**config.mk**
```make
export PLATFORM = sky130hd
export DESIGN_NAME = ps2_host_tx
export DESIGN_NICKNAME = d
export VERILOG_FILES = /design/src/rtl/ps2_pkg.sv /design/src/rtl/ps2_sync_edge.sv /design/src/rtl/ps2_host_tx.sv
export SDC_FILE = /design/constraint.sdc
export NUM_CORES = 1
export LEC_CHECK = 0
export CORE_ASPECT_RATIO = 0.9
export CORE_MARGIN = 2
export CORE_UTILIZATION = 62
export DETAILED_ROUTE_END_ITERATION = 8
export PLACE_DENSITY = 0.81
export SLEW_MARGIN = 20
export SYNTH_ARGS = -nofsm -noshare
export SYNTH_HDL_FRONTEND = slang
export SYNTH_SLANG_ARGS = --single-unit
export TNS_END_PERCENT = 20
```
**constraint.sdc**
```tcl
create_clock -name CLK -period 3.7 [get_ports CLK]
set_clock_uncertainty 0.2 [all_clocks]
set_input_delay 0.74 -clock CLK [delete_from_list [all_inputs] [get_ports CLK]]
set_output_delay 0.74 -clock CLK [all_outputs]
set_load 0.02 [all_outputs]
```
**src/rtl/ps2_pkg.sv**
```systemverilog
// Shared PS/2 definitions: transmitter state encoding, frame geometry and retry limit.
// The keyboard receiver may import this too.
package ps2_pkg;

  typedef enum logic [2:0] {
    IDLE,
    INHIBIT,
    REQ,
    DATA,
    ACK,
    WAIT_IDLE,
    FINISH
  } ps2_state_t;

  localparam int FRAME_BITS  = 10;
  localparam int ACK_EDGE    = 11;
  localparam int MAX_RETRIES = 2;

  // Bits sent on device clock edges 1..10: data LSB first, odd parity, stop.
  function automatic logic [FRAME_BITS-1:0] build_frame(input logic [7:0] data);
    return {1'b1, ~^data, data};
  endfunction

endpackage

```
**src/rtl/ps2_sync_edge.sv**
```systemverilog
// Two-flop synchronizer for a PS/2 pad with a one-cycle falling-edge pulse.
// Flops reset high (idle bus level) so reset release never produces a false edge.
module ps2_sync_edge
  import ps2_pkg::*;
(
  input  logic clk,
  input  logic rst,
  input  logic raw,
  output logic level,
  output logic fall
);

  logic meta_q;
  logic sync_q;
  logic prev_q;

  always_ff @(posedge clk or posedge rst) begin
    if (rst) begin
      meta_q <= 1'b1;
      sync_q <= 1'b1;
      prev_q <= 1'b1;
    end else begin
      meta_q <= raw;
      sync_q <= meta_q;
      prev_q <= sync_q;
    end
  end

  assign level = sync_q;
  assign fall  = prev_q & ~sync_q;

endmodule

```
**src/rtl/ps2_host_tx.sv**
```systemverilog
// PS/2 host-to-device byte transmitter over open-drain clock/data (OE=1 pulls low).
// Optional PS2_HOST_TX_RESEND_EN: retry a failed transfer up to MAX_RETRIES times before reporting.
module ps2_host_tx
  import ps2_pkg::*;
#(
  parameter int INHIBIT_CYCLES = 12000,
  parameter int REQ_CYCLES     = 200,
  parameter int TIMEOUT_CYCLES = 1500000
) (
  input  logic       CLK,
  input  logic       RST,
  input  logic [7:0] TX_DATA,
  input  logic       TX_START,
  input  logic       PS2CLK_IN,
  input  logic       PS2DATA_IN,
  output logic       PS2CLK_OE,
  output logic       PS2DATA_OE,
  output logic       BUSY,
  output logic       RX_INHIBIT,
  output logic       DONE,
  output logic       ACK_ERR,
  output logic       TIMEOUT_ERR
);

`ifdef PS2_HOST_TX_RESEND_EN
  localparam int RETRY_LIMIT = MAX_RETRIES;
`else
  localparam int RETRY_LIMIT = 0;
`endif

  ps2_state_t            state;
  logic [31:0]           cnt;
  logic [31:0]           tocnt;
  logic [FRAME_BITS-1:0] frame;
  logic [3:0]            edges;
  logic [1:0]            retries;
  logic                  nack;

  logic clk_sync;
  logic clk_fall;
  logic data_sync;
  logic data_fall_unused;
  logic can_retry;

  ps2_sync_edge u_clk_sync (
    .clk   (CLK),
    .rst   (RST),
    .raw   (PS2CLK_IN),
    .level (clk_sync),
    .fall  (clk_fall)
  );

  ps2_sync_edge u_data_sync (
    .clk   (CLK),
    .rst   (RST),
    .raw   (PS2DATA_IN),
    .level (data_sync),
    .fall  (data_fall_unused)
  );

  assign can_retry  = (retries != 2'(RETRY_LIMIT));
  assign RX_INHIBIT = BUSY;

  always_ff @(posedge CLK or posedge RST) begin
    if (RST) begin
      state       <= IDLE;
      cnt         <= '0;
      tocnt       <= '0;
      frame       <= '0;
      edges       <= '0;
      retries     <= '0;
      nack        <= 1'b0;
      PS2CLK_OE   <= 1'b0;
      PS2DATA_OE  <= 1'b0;
      BUSY        <= 1'b0;
      DONE        <= 1'b0;
      ACK_ERR     <= 1'b0;
      TIMEOUT_ERR <= 1'b0;
    end else begin
      case (state)
        IDLE: begin
          DONE <= 1'b0;
          if (TX_START) begin
            frame       <= build_frame(TX_DATA);
            ACK_ERR     <= 1'b0;
            TIMEOUT_ERR <= 1'b0;
            BUSY        <= 1'b1;
            retries     <= '0;
            nack        <= 1'b0;
            cnt         <= '0;
            PS2CLK_OE   <= 1'b1;
            state       <= INHIBIT;
          end
        end

        INHIBIT: begin
          if (cnt == 32'(INHIBIT_CYCLES - 1)) begin
            cnt        <= '0;
            PS2DATA_OE <= 1'b1;
            state      <= REQ;
          end else begin
            cnt <= cnt + 32'd1;
          end
        end

        REQ: begin
          if (cnt == 32'(REQ_CYCLES - 1)) begin
            PS2CLK_OE <= 1'b0;
            tocnt     <= '0;
            edges     <= '0;
            state     <= DATA;
          end else begin
            cnt <= cnt + 32'd1;
          end
        end

        DATA, ACK, WAIT_IDLE: begin
          tocnt <= tocnt + 32'd1;
          // Timeout wins over any edge arriving in the same cycle.
          if (tocnt == 32'(TIMEOUT_CYCLES - 1)) begin
            if (can_retry) begin
              retries    <= retries + 2'd1;
              nack       <= 1'b0;
              cnt        <= '0;
              PS2CLK_OE  <= 1'b1;
              PS2DATA_OE <= 1'b0;
              state      <= INHIBIT;
            end else begin
              PS2CLK_OE   <= 1'b0;
              PS2DATA_OE  <= 1'b0;
              ACK_ERR     <= nack;
              TIMEOUT_ERR <= ~nack;
              state       <= FINISH;
            end
          end else if (state == DATA) begin
            if (clk_fall) begin
              PS2DATA_OE <= ~frame[edges];
              edges      <= edges + 4'd1;
              if (edges == 4'(FRAME_BITS - 1)) state <= ACK;
            end
          end else if (state == ACK) begin
            if (clk_fall && edges == 4'(ACK_EDGE - 1)) begin
              edges <= edges + 4'd1;
              nack  <= data_sync;
              state <= WAIT_IDLE;
            end
          end else begin
            if (clk_sync && data_sync) begin
              if (nack && can_retry) begin
                retries    <= retries + 2'd1;
                nack       <= 1'b0;
                cnt        <= '0;
                PS2CLK_OE  <= 1'b1;
                PS2DATA_OE <= 1'b0;
                state      <= INHIBIT;
              end else begin
                ACK_ERR <= nack;
                state   <= FINISH;
              end
            end
          end
        end

        FINISH: begin
          DONE  <= 1'b1;
          BUSY  <= 1'b0;
          state <= IDLE;
        end

        default: state <= IDLE;
      endcase
    end
  end

endmodule

```
# Word-level counts from Yosys, hierarchy flattened
# Index checks and enable logic that the tools add are counted.
# word_totals
ff_bits	95
input_bits	13
# classes
n_addsub	4
n_lt_le_gt_ge	1
eq_ne	38
muxes	78
bitwise_logic	4
n_reduce_logical	25
# ops
cell	count
32-bit two-way mux	10
32-bit one-hot mux with 4 select lines	1
32-bit by 1-bit adder with 32-bit output, second input constant	2
32-bit one-hot mux with 2 select lines	1
3-bit two-way mux	12
7-bit AND reduction	5
32-bit by 14-bit == test with 1-bit output, second input constant	1
32-bit by 21-bit == test with 1-bit output, second input constant	1
32-bit by 8-bit == test with 1-bit output, second input constant	1
4-bit inequality test, second input constant	8
1-bit two-way mux	30
3-bit inequality test, second input constant	10
4-bit two-way mux	6
2-bit two-way mux	7
2-bit inequality test, second input constant	7
1-bit one-hot mux with 2 select lines	6
3-bit one-hot mux with 4 select lines	1
6-bit AND reduction	2
5-bit inequality test, second input constant	2
2-bit nonzero test	5
3-bit == test, second input constant	3
4-bit == test, second input constant	2
4-bit one-hot mux with 2 select lines	1
8-bit AND reduction	1
18 further kinds	25

# Depth between registers and ports, before layout
# Gate-level depths: netlist of run 1.
# logic_depth
depth_word	8
depth_mapped	11

# By module
# A second synthesis of run 1 with hierarchy kept.
# unflattened
hier_cells	624
hier_area_um2	5724.2
# by_module_without_submodules
mod	instances	cells_per_inst	area_each_um2	seq_area_each_um2
ps2_host_tx	1	614	5531.6	2252.2
ps2_sync_edge	2	5	96.3	78.8

# Worst setup path before layout of run 1
# Ideal clock, no wire load.
# synth_timing
kind	register to register
from	register tocnt[0]
to	register PS2DATA_OE
arrival_ns	2.326
required_ns	3.375
setup_slack_ns	1.049
stages_incl_launch_ff	10
path_buffers	2
synth_period_minus_slack_ns	2.651
path_cell_list	dfrtp_1 ha_1 buf_2 nor4b_1 nand4_1 nor2_1 clkbuf_1 nor3_1 a2111oi_0 mux2_2
# synth_between
elab_chain_cells	3
word_cells_on_any_way	8
# synth_rtl
element	line	rtl
from (decl)	ps2_host_tx.sv:33	logic [31:0] tocnt;
from (signal assigned)	ps2_host_tx.sv:118	tocnt <= tocnt + 32'd1;
32-bit by 21-bit == test with 1-bit output (*)	ps2_host_tx.sv:120	if (tocnt == 32'(TIMEOUT_CYCLES - 1)) begin
4-bit inequality test (no line) or 1-bit two-way mux (tied branches)	n/a	
6-bit AND reduction (no line) or 1-bit one-hot mux with 2 select lines (tied branches)	n/a	
to (signal assigned)	ps2_host_tx.sv:137	PS2DATA_OE <= ~frame[edges];
to (decl)	ps2_host_tx.sv:17	output logic PS2DATA_OE,
# Mark *: on every way between the ends. The rest lies on a longest branch, timed or not.
# A chain may end at the register's enable or synchronous reset.

# Final worst setup path of run 1
# layout_timing
from	register cnt[17]
to	register PS2DATA_OE
# layout_between
elab_chain_cells	3
# layout_rtl
element	line	rtl
from (decl)	ps2_host_tx.sv:32	logic [31:0] cnt;
from (signal assigned)	ps2_host_tx.sv:102	cnt <= cnt + 32'd1;
from (signal assigned)	ps2_host_tx.sv:113	cnt <= cnt + 32'd1;
32-bit by 14-bit == test with 1-bit output	ps2_host_tx.sv:97	if (cnt == 32'(INHIBIT_CYCLES - 1)) begin
2-bit inequality test (no line)	n/a	
6-bit AND reduction (no line)	n/a	
# Every way passes these cells.

==> impl_summary.log, run 1 <==
[metrics] leading register cell type out of synthesis: sky130_fd_sc_hd__dfrtp_1
[metrics] number of buffer and inverter instances along the worst setup path: 0
[metrics] largest net degree at the start of global routing: 50
[metrics] largest voltage drop on the vdd net: 469.8 uV
[metrics] class of the most critical setup path: reg -> reg
[metrics] number of top-level design ports: 20
[metrics] aggregate global-route resource usage: 28.25%
[metrics] Max-Slew Margin vs Limit: 43.10%
[metrics] post-synthesis adder-cell area fraction: 1.346%
[metrics] Max Cap Violations: 0
[metrics] via count: 4,951
[metrics] Reg area: 2384 um^2
[metrics] Die ar.: 9772 um^2
[metrics] worst slack at placement: 0.6375 ns
[metrics] Die Span Y: 93.98 um
[metrics] number of remaining DRC errors: 0
[metrics] remaining global-route overflow: 0
[metrics] nature of the critical path endpoint: flop
[metrics] period utilization: 87.15%
[metrics] width of the chip: 104.0 um
[metrics] fraction of synthesis flops using an asynchronous set or reset pin: 100.0%
[metrics] clk slew on worst S/H paths: 0.09 ns
[metrics] number of detailed-routing iterations run before antenna repair: 5
[metrics] final setup violation count: 0
[metrics] share of the synthesized netlist area taken by xor and xnor gates: 4.868%
[metrics] DP Area: 5834 um^2
[metrics] largest buffer count on any clock path: 2
[metrics] final HPWL from detailed placement: 9.040 mm
[metrics] fraction of the yosys area taken by sequential cells: 42.73%
[metrics] setup slack on the worst flop-to-flop path: 0.48 ns
[metrics] PostCTS Resize Cnt: 0
[metrics] TritonCTS Buffers: 9
[metrics] hold_ws: 0.1626 ns
[metrics] number of hold violations in the final report: 0
[metrics] r2r worst-path depth: 6
[metrics] final count of pins violating max slew: 0
[metrics] cell area after layout: 6023 um^2
[metrics] sinks on the clock net: 95
[metrics] I/O Buffers: 19
[metrics] final routed wirelength across all metal layers: 13.15 mm
[metrics] critical path startpoint category: flop
[metrics] Clock Tree Root: sky130_fd_sc_hd__clkbuf_8
[metrics] accumulated negative setup slack: 0 ns
[metrics] count of nets left with antenna violations after detail routing: 0
[metrics] simple-gate area share of the yosys netlist: 27.61%
[metrics] kind of cell adding the most delay to the critical path: compound AO/OA/AOI/OAI gates
[metrics] Synth Cell Area: 5578 um^2
[metrics] mean instance size in the synthesized netlist: 8.784 um^2
[metrics] static power due to leakage: 2.441 nW
[metrics] critical path arrival: 3.30 ns
[metrics] fillers: 704
[metrics] post-synthesis register bit count: 95
[metrics] mean routed wirelength per cell: 17.21 um
[metrics] Crit. path cell count: 6
[metrics] setup repair after global routing missed its margin: false
[metrics] area of combinational cells with multiple inputs: 2964 um^2
[metrics] row count: 32
[metrics] library cell contributing the largest single delay on the critical path: sky130_fd_sc_hd__nor4_1
[metrics] end of the critical path: PS2DATA_OE
[metrics] fin worst setup slack: 0.4756 ns
[metrics] critical path, cell by cell: nor4_1, nand4_1, o21ai_1, o31ai_1, a2111oi_0, mux2_2
[metrics] count of flip-flops with a built-in enable after synthesis: 0
[metrics] Layout area overhead: 7.986%
[metrics] complex-gate fraction of the synthesized area: 16.85%
[metrics] post-layout utilization of the core: 69.65%
[metrics] worst r2r src: cnt[17]
[metrics] detailed router's first-iteration violation count: 367
[metrics] number of warnings printed during yosys synthesis: 0
[metrics] Power Density: 692.3 nW/um^2
[metrics] Clk Latency, worst-skew pair: 0.38 ns
[metrics] crit path time final: 3.224 ns
[metrics] top achievable clock speed: 0.3101 GHz
[metrics] beginning of the critical path: cnt[17]
[metrics] number of nets in the layout: 659
[metrics] data required time of the critical path: 3.77 ns
[metrics] share of cell area taken by muxes after synthesis: 2.355%
[metrics] maximum fanout encountered on the critical timing path: 6
[metrics] first-pass GRT wire length: 22.15 mm
[metrics] vias in the first global route: 4,665
[metrics] number of distinct library cells after synthesis: 67
[metrics] CTS H-tree depth: 3
[metrics] R2R Path End: PS2DATA_OE
[metrics] outcome: finished clean
[metrics] hold crit path type: reg -> reg
[metrics] hold-fix buffers at CTS: 0
[metrics] total core area: 8648 um^2
[metrics] delay of the slowest cell on the worst path: 0.56 ns
[metrics] dominant combinational cell family by area after synthesis: simple AND/OR/NAND/NOR gates
[metrics] number of antenna violations at the first check in global routing: 0
[metrics] fraction of layout instances using a drive strength above 1: 7.752%
[metrics] pin slew with the least headroom to its limit: 0.8457 ns
[metrics] Mapped Nets: 654
[metrics] Post-CTS Setup Bufs: 0
[metrics] count of inserted antenna diode cells: 0
[metrics] Initial Util: 64.50%
[metrics] Final GP Congestion: 0.9103
[metrics] via count normalized by instance count: 6.480
[metrics] cell count after synthesis: 635
[metrics] CTS tree: built
routing by layer:
layer	share of wire, %	wire length (um)	GRT usage (%)
met3	6.3	831	6.033
met2	48	6288	46.55
met4	1.7	218	9.910
met1	44	5808	37.37
met5	0	0	0
synth_stat cells, drive strengths merged, types with 9 or more instances:
| master | instances | area (um^2) |
|---|---|---|
| buf | 12 | 86.33 |
| clkbuf | 23 | 86.33 |
| a31oi | 36 | 225.2 |
| nand2 | 84 | 315.3 |
| and3 | 13 | 86.33 |
| nand3 | 23 | 115.1 |
| nor2 | 55 | 206.5 |
| or3 | 9 | 56.30 |
| dfrtp | 90 | 2252 |
| a21oi | 30 | 150.1 |
| inv | 17 | 63.81 |
| nor4 | 21 | 143.9 |
| xnor2 | 20 | 175.2 |
| o21ai | 40 | 200.2 |
| nor4b | 11 | 96.34 |
| xor2 | 11 | 96.34 |
| nor3 | 17 | 96.35 |
| nand4 | 23 | 150.1 |
metrics by stage:
stage          instances  total power [mW]
4_1_cts              764             4.147
3_5_place_dp         748             3.494
3_3_place_gp         748             3.421
2_1_floorplan        635             3.021
5_1_grt              764             4.484
6_report             764             4.170
flip-flops by register name, indices dropped and copies added, names as in the netlist:
| name | cells |
|---|---|
| u_clk_sync.level | 1 |
| PS2DATA_OE | 1 |
| BUSY | 1 |
| cnt | 32 |
| u_data_sync.level | 1 |
| retries | 2 |
| ACK_ERR | 1 |
| PS2CLK_OE | 1 |
| DONE | 1 |
| u_data_sync.meta_q | 1 |
| tocnt | 32 |
| u_clk_sync.prev_q | 1 |
| edges | 4 |
| state | 3 |
| u_clk_sync.meta_q | 1 |
| TIMEOUT_ERR | 1 |
| nack | 1 |
| frame | 10 |
placed cells by master (no fill, tap or decap), types with 19 or more instances in the layout:
| cell | instances |
|---|---|
| sky130_fd_sc_hd__nand3_1 | 23 |
| sky130_fd_sc_hd__clkdlybuf4s50_1 | 19 |
| sky130_fd_sc_hd__o21ai_0 | 38 |
| sky130_fd_sc_hd__xnor2_1 | 20 |
| sky130_fd_sc_hd__dfrtp_1 | 90 |
| sky130_fd_sc_hd__nand4_1 | 22 |
| sky130_fd_sc_hd__nor2_1 | 55 |
| sky130_fd_sc_hd__a21oi_1 | 30 |
| sky130_fd_sc_hd__a31oi_1 | 36 |
| sky130_fd_sc_hd__nand2_1 | 84 |
worst reg2reg max path, stage by stage (launching register included):
cell	delay, ns
sky130_fd_sc_hd__dfrtp_1	0.45
sky130_fd_sc_hd__nor4_1	0.56
sky130_fd_sc_hd__nand4_1	0.34
sky130_fd_sc_hd__o21ai_1	0.46
sky130_fd_sc_hd__o31ai_1	0.19
sky130_fd_sc_hd__a2111oi_0	0.53
sky130_fd_sc_hd__mux2_2	0.39
layout make-up:
type | instances | area share, %
multi-input combinational | 488 | 49.21
inverter | 17 | 1.101
clock inverter | 6 | 0.7478
timing repair buffer | 29 | 4.612
sequential | 95 | 39.57
tap | 119 | 2.472
clock buffer | 10 | 2.285
worst min-delay path by stage:
stage | from | to | slack, ns | depth (start not counted)
6_report | u_data_sync.meta_q | u_data_sync.level | 0.16 | 0
4_1_cts | u_data_sync.meta_q | u_data_sync.level | 0.16 | 0
2_1_floorplan | u_clk_sync.meta_q | u_clk_sync.level | 0.15 | 0
5_1_grt | u_clk_sync.meta_q | u_clk_sync.level | 0.17 | 0
3_5_place_dp | u_data_sync.meta_q | u_data_sync.level | 0.15 | 0
3_3_place_gp | u_clk_sync.meta_q | u_clk_sync.level | 0.15 | 0
logic make-up after synthesis:
kind of cell    count (synthesis)
simple gates                  291
compound gates                150
flops                          95
buf+inv                        52
xor+xnor                       31
mux                            10
fa+ha+maj                       6
where the power goes:
group	total, mW	switching, mW	internal (mW)
Sequential	1.77	0.453	1.32
Combinational	1.74	1.06	0.685
Clock	0.656	0.391	0.265
Total	4.17	1.90	2.27
No activity file was read; power rests on OpenSTA's default activity.
==> run 2: changes to the inputs <==
CORE_ASPECT_RATIO = 1.5   (was 0.9)
==> run 2 against run 1 <==
  * Clock power is 33% higher
  * First-iteration DRC count is 75% higher
  * Register-to-register slack worse by 0.09 ns
  * Largest cell class unchanged
  * Via count is 2.7% higher
  * Worst hold slack worse by 0.0090 ns
  * Global-route usage is 2.7 points higher
  * Wire length is 6.2% higher
  * Utilization is 0.38 points higher
  * Cell area is 2.0% higher
  * Critical endpoint unchanged
  * Fmax is 2.8% lower
  * Combinational power is 7% higher
  * Setup slack worse by 0.094 ns
==> impl_summary.log, run 2 (synthesis gave the netlist of run 1 again) <==
[metrics] number of remaining DRC errors: 0 (unchanged)
[metrics] grt met3 use: 6.090% (was 6.033%)
[metrics] r2r worst-path depth: 6 (unchanged)
[metrics] Crit. path cell count: 6 (unchanged)
[metrics] internal power: 2.534 mW (was 2.266 mW)
[metrics] via count: 5,085 (was 4,951)
[metrics] class of the most critical setup path: reg -> reg (unchanged)
[metrics] largest net degree at the start of global routing: 65 (was 50)
[metrics] final HPWL from detailed placement: 9.687 mm (was 9.040 mm)
[metrics] Layout area overhead: 10.18% (was 7.986%)
[metrics] largest registers: cnt (32), tocnt (32), frame (10) (unchanged)
[metrics] number of buffer and inverter instances along the worst setup path: 0 (unchanged)
[metrics] count of inserted antenna diode cells: 0 (unchanged)
[metrics] count of nets left with antenna violations after detail routing: 0 (unchanged)
[metrics] TritonCTS Buffers: 9 (unchanged)
[metrics] Post-Layout Cell Count: 761 (was 764)
[metrics] met1 Track Usage GR: 40.08% (was 37.37%)
[metrics] Die ar.: 9787 um^2 (was 9772 um^2)
[metrics] Max-Slew Margin vs Limit: 38.41% (was 43.10%)
[metrics] largest voltage drop on the vdd net: 473.3 uV (was 469.8 uV)
[metrics] top achievable clock speed: 0.3014 GHz (was 0.3101 GHz)
[metrics] delay of the slowest cell on the worst path: 0.56 ns (about the same)
[metrics] post-layout utilization of the core: 70.03% (was 69.65%)
[metrics] worst min-delay path startpoint: u_clk_sync.meta_q (was u_data_sync.meta_q)
[metrics] maximum fanout encountered on the critical timing path: 6 (unchanged)
[metrics] logic gate share of total power: 41.7% (was 41.8%)
[metrics] number of top-level design ports: 20 (unchanged)
[metrics] kind of cell adding the most delay to the critical path: compound AO/OA/AOI/OAI gates (unchanged)
[metrics] total core area: 8776 um^2 (was 8648 um^2)
[metrics] final count of pins violating max slew: 0 (unchanged)
[metrics] accumulated negative setup slack: 0 ns (unchanged)
[metrics] number of hold violations in the final report: 0 (unchanged)
[metrics] static power due to leakage: 2.521 nW (was 2.441 nW)
[metrics] part of the total power dissipated in sequential elements: 38.8% (was 42.4%)
[metrics] commonest non-fill, non-tap cells in the layout: sky130_fd_sc_hd__dfrtp_1, sky130_fd_sc_hd__nand2_1, sky130_fd_sc_hd__nor2_1 (unchanged)
[metrics] remaining global-route overflow: 0 (unchanged)
[metrics] number of detailed-routing iterations run before antenna repair: 5 (unchanged)
[metrics] first-pass GRT wire length: 23.87 mm (was 22.15 mm)
[metrics] detailed router's first-iteration violation count: 643 (was 367)
[metrics] nature of the critical path endpoint: flop (unchanged)
[metrics] period utilization: 89.68% (was 87.15%)
[metrics] mean routed wirelength per cell: 18.34 um (was 17.21 um)
[metrics] most common cell after layout, fill and taps aside: sky130_fd_sc_hd__dfrtp_1 (unchanged)
[metrics] setup repair after global routing missed its margin: false (unchanged)
[metrics] Post-CTS Setup Bufs: 0 (unchanged)
[metrics] part of the total power dissipated in the clock network: 19.5% (was 15.7%)
[metrics] Sw Ratio: 43.25% (was 45.65%)
[metrics] row count: 42 (was 32)
[metrics] Final GP Congestion: 0.8642 (was 0.9103)
[metrics] Initial Util: 63.56% (was 64.50%)
[metrics] PostCTS Resize Cnt: 0 (unchanged)
[metrics] number of nets in the layout: 665 (was 659)
[metrics] area of combinational cells with multiple inputs: 2958 um^2 (was 2964 um^2)
[metrics] pin slew with the least headroom to its limit: 0.9155 ns (was 0.8457 ns)
[metrics] fraction of layout instances using a drive strength above 1: 8.141% (was 7.752%)
[metrics] met2 usage: 48.21% (was 46.55%)
[metrics] via count normalized by instance count: 6.682 (was 6.480)
[metrics] library cell contributing the largest single delay on the critical path: sky130_fd_sc_hd__nor4_1 (unchanged)
[metrics] I/O Buffers: 19 (unchanged)
[metrics] clk slew on worst S/H paths: 0.07 ns (was 0.09 ns)
[metrics] vias in the first global route: 4,976 (was 4,665)
[metrics] Max Cap Violations: 0 (unchanged)
[metrics] final setup violation count: 0 (unchanged)
[metrics] worst r2r src: cnt[16] (was cnt[17])
[metrics] worst slack at placement: 0.3887 ns (was 0.6375 ns)
[metrics] critical path startpoint category: flop (unchanged)
[metrics] Die Span Y: 120.2 um (was 93.98 um)
[metrics] critical path, cell by cell: nor4_1, nand4_1, o21ai_1, o31ai_1, a2111oi_0, mux2_2 (unchanged)
[metrics] aggregate global-route resource usage: 30.98% (was 28.25%)
[metrics] Reg area: 2384 um^2 (unchanged)
[metrics] Clock Tree Root: sky130_fd_sc_hd__clkbuf_16 (was sky130_fd_sc_hd__clkbuf_8)
[metrics] beginning of the critical path: cnt[16] (was cnt[17])
[metrics] CTS tree: built (unchanged)
[metrics] hold crit path type: reg -> reg (unchanged)
[metrics] placed cell count: 745 (was 748)
[metrics] Most Crowded Layer GR: met2 (unchanged)
[metrics] data required time of the critical path: 3.73 ns (was 3.77 ns)
[metrics] number of antenna violations at the first check in global routing: 0 (unchanged)
[metrics] number of instances on the worst hold path: 0 (unchanged)
[metrics] crit path time final: 3.318 ns (was 3.224 ns)
[metrics] outcome: finished clean (unchanged)
[metrics] largest buffer count on any clock path: 2 (unchanged)
[metrics] power spent charging and discharging nets: 1.931 mW (was 1.904 mW)
[metrics] width of the chip: 81.45 um (was 104.0 um)
[metrics] Power Density: 726.6 nW/um^2 (was 692.3 nW/um^2)
[metrics] sinks on the clock net: 95 (unchanged)
[metrics] CTS H-tree depth: 3 (unchanged)
[metrics] critical path arrival: 3.34 ns (was 3.30 ns)
[metrics] fin worst setup slack: 0.3820 ns (was 0.4756 ns)
[metrics] hold-fix buffers at CTS: 0 (unchanged)
[metrics] Clk Latency, worst-skew pair: 0.35 ns (was 0.38 ns)
[metrics] final routed wirelength across all metal layers: 13.96 mm (was 13.15 mm)
[metrics] fillers: 656 (was 704)
==> run 2: cell count changes in the layout (fill, tap and decap cells not counted), sizes merged <==
cell | before | now
clkbuf | 10 | 13
inv | 18 | 17
buf | 10 | 16
clkinvlp | 3 | 1
==> run 2: cell type report <==
| type | count | area share (%) |
|---|---|---|
| repair buffers | 35 | 5.252 |
| well taps | 110 | 2.239 |
| clock buffers | 13 | 4.235 |
| multi-input cells | 488 | 48.13 |
| flip-flops and latches | 95 | 38.78 |
| clock inverters | 3 | 0.2850 |
| inverters | 17 | 1.079 |
==> run 2: stage by stage <==
step	power (mW)	area [um^2]	hold WS [ns]
after global routing	4.777	6146	0.1552
after detailed placement	3.544	5868	0.1473
after global placement	3.453	5868	0.1466
after CTS	4.425	6146	0.1570
after floorplan	3.021	5578	0.1452
final	4.465	6146	0.1537
==> run 2: final timing paths <==
check                               endpoint  slack [ns]
max                               PS2DATA_OE        0.38
min                         u_clk_sync.level        0.15
max reg2reg                       PS2DATA_OE        0.38
min reg2reg                 u_clk_sync.level        0.15
max in group asynchronous  u_clk_sync.prev_q        2.03
min in group asynchronous            cnt[18]        0.55
==> run 2: per-layer routing <==
metal	vias up	wire length (um)
li1	2371	-
met1	2447	5613
met2	225	7015
met3	42	900
met4	0	428
met5	-	0
==> run 2: worst register-to-register path: stages (launching register included) <==
cell	delay, ns
sky130_fd_sc_hd__dfrtp_1	0.44
sky130_fd_sc_hd__nor4_1	0.56
sky130_fd_sc_hd__nand4_1	0.38
sky130_fd_sc_hd__o21ai_1	0.54
sky130_fd_sc_hd__o31ai_1	0.22
sky130_fd_sc_hd__a2111oi_0	0.48
sky130_fd_sc_hd__mux2_2	0.38
==> run 2: power by group through the flow <==
| stage | clock network [mW] | registers [mW] | logic, mW |
|---|---|---|---|
| floorplan | 0 | 1.59 | 1.43 |
| CTS | 0.888 | 1.72 | 1.82 |
| detailed placement | 0 | 1.73 | 1.81 |
| global route | 0.929 | 1.78 | 2.07 |
| global placement | 0 | 1.71 | 1.75 |
| finish | 0.871 | 1.73 | 1.86 |
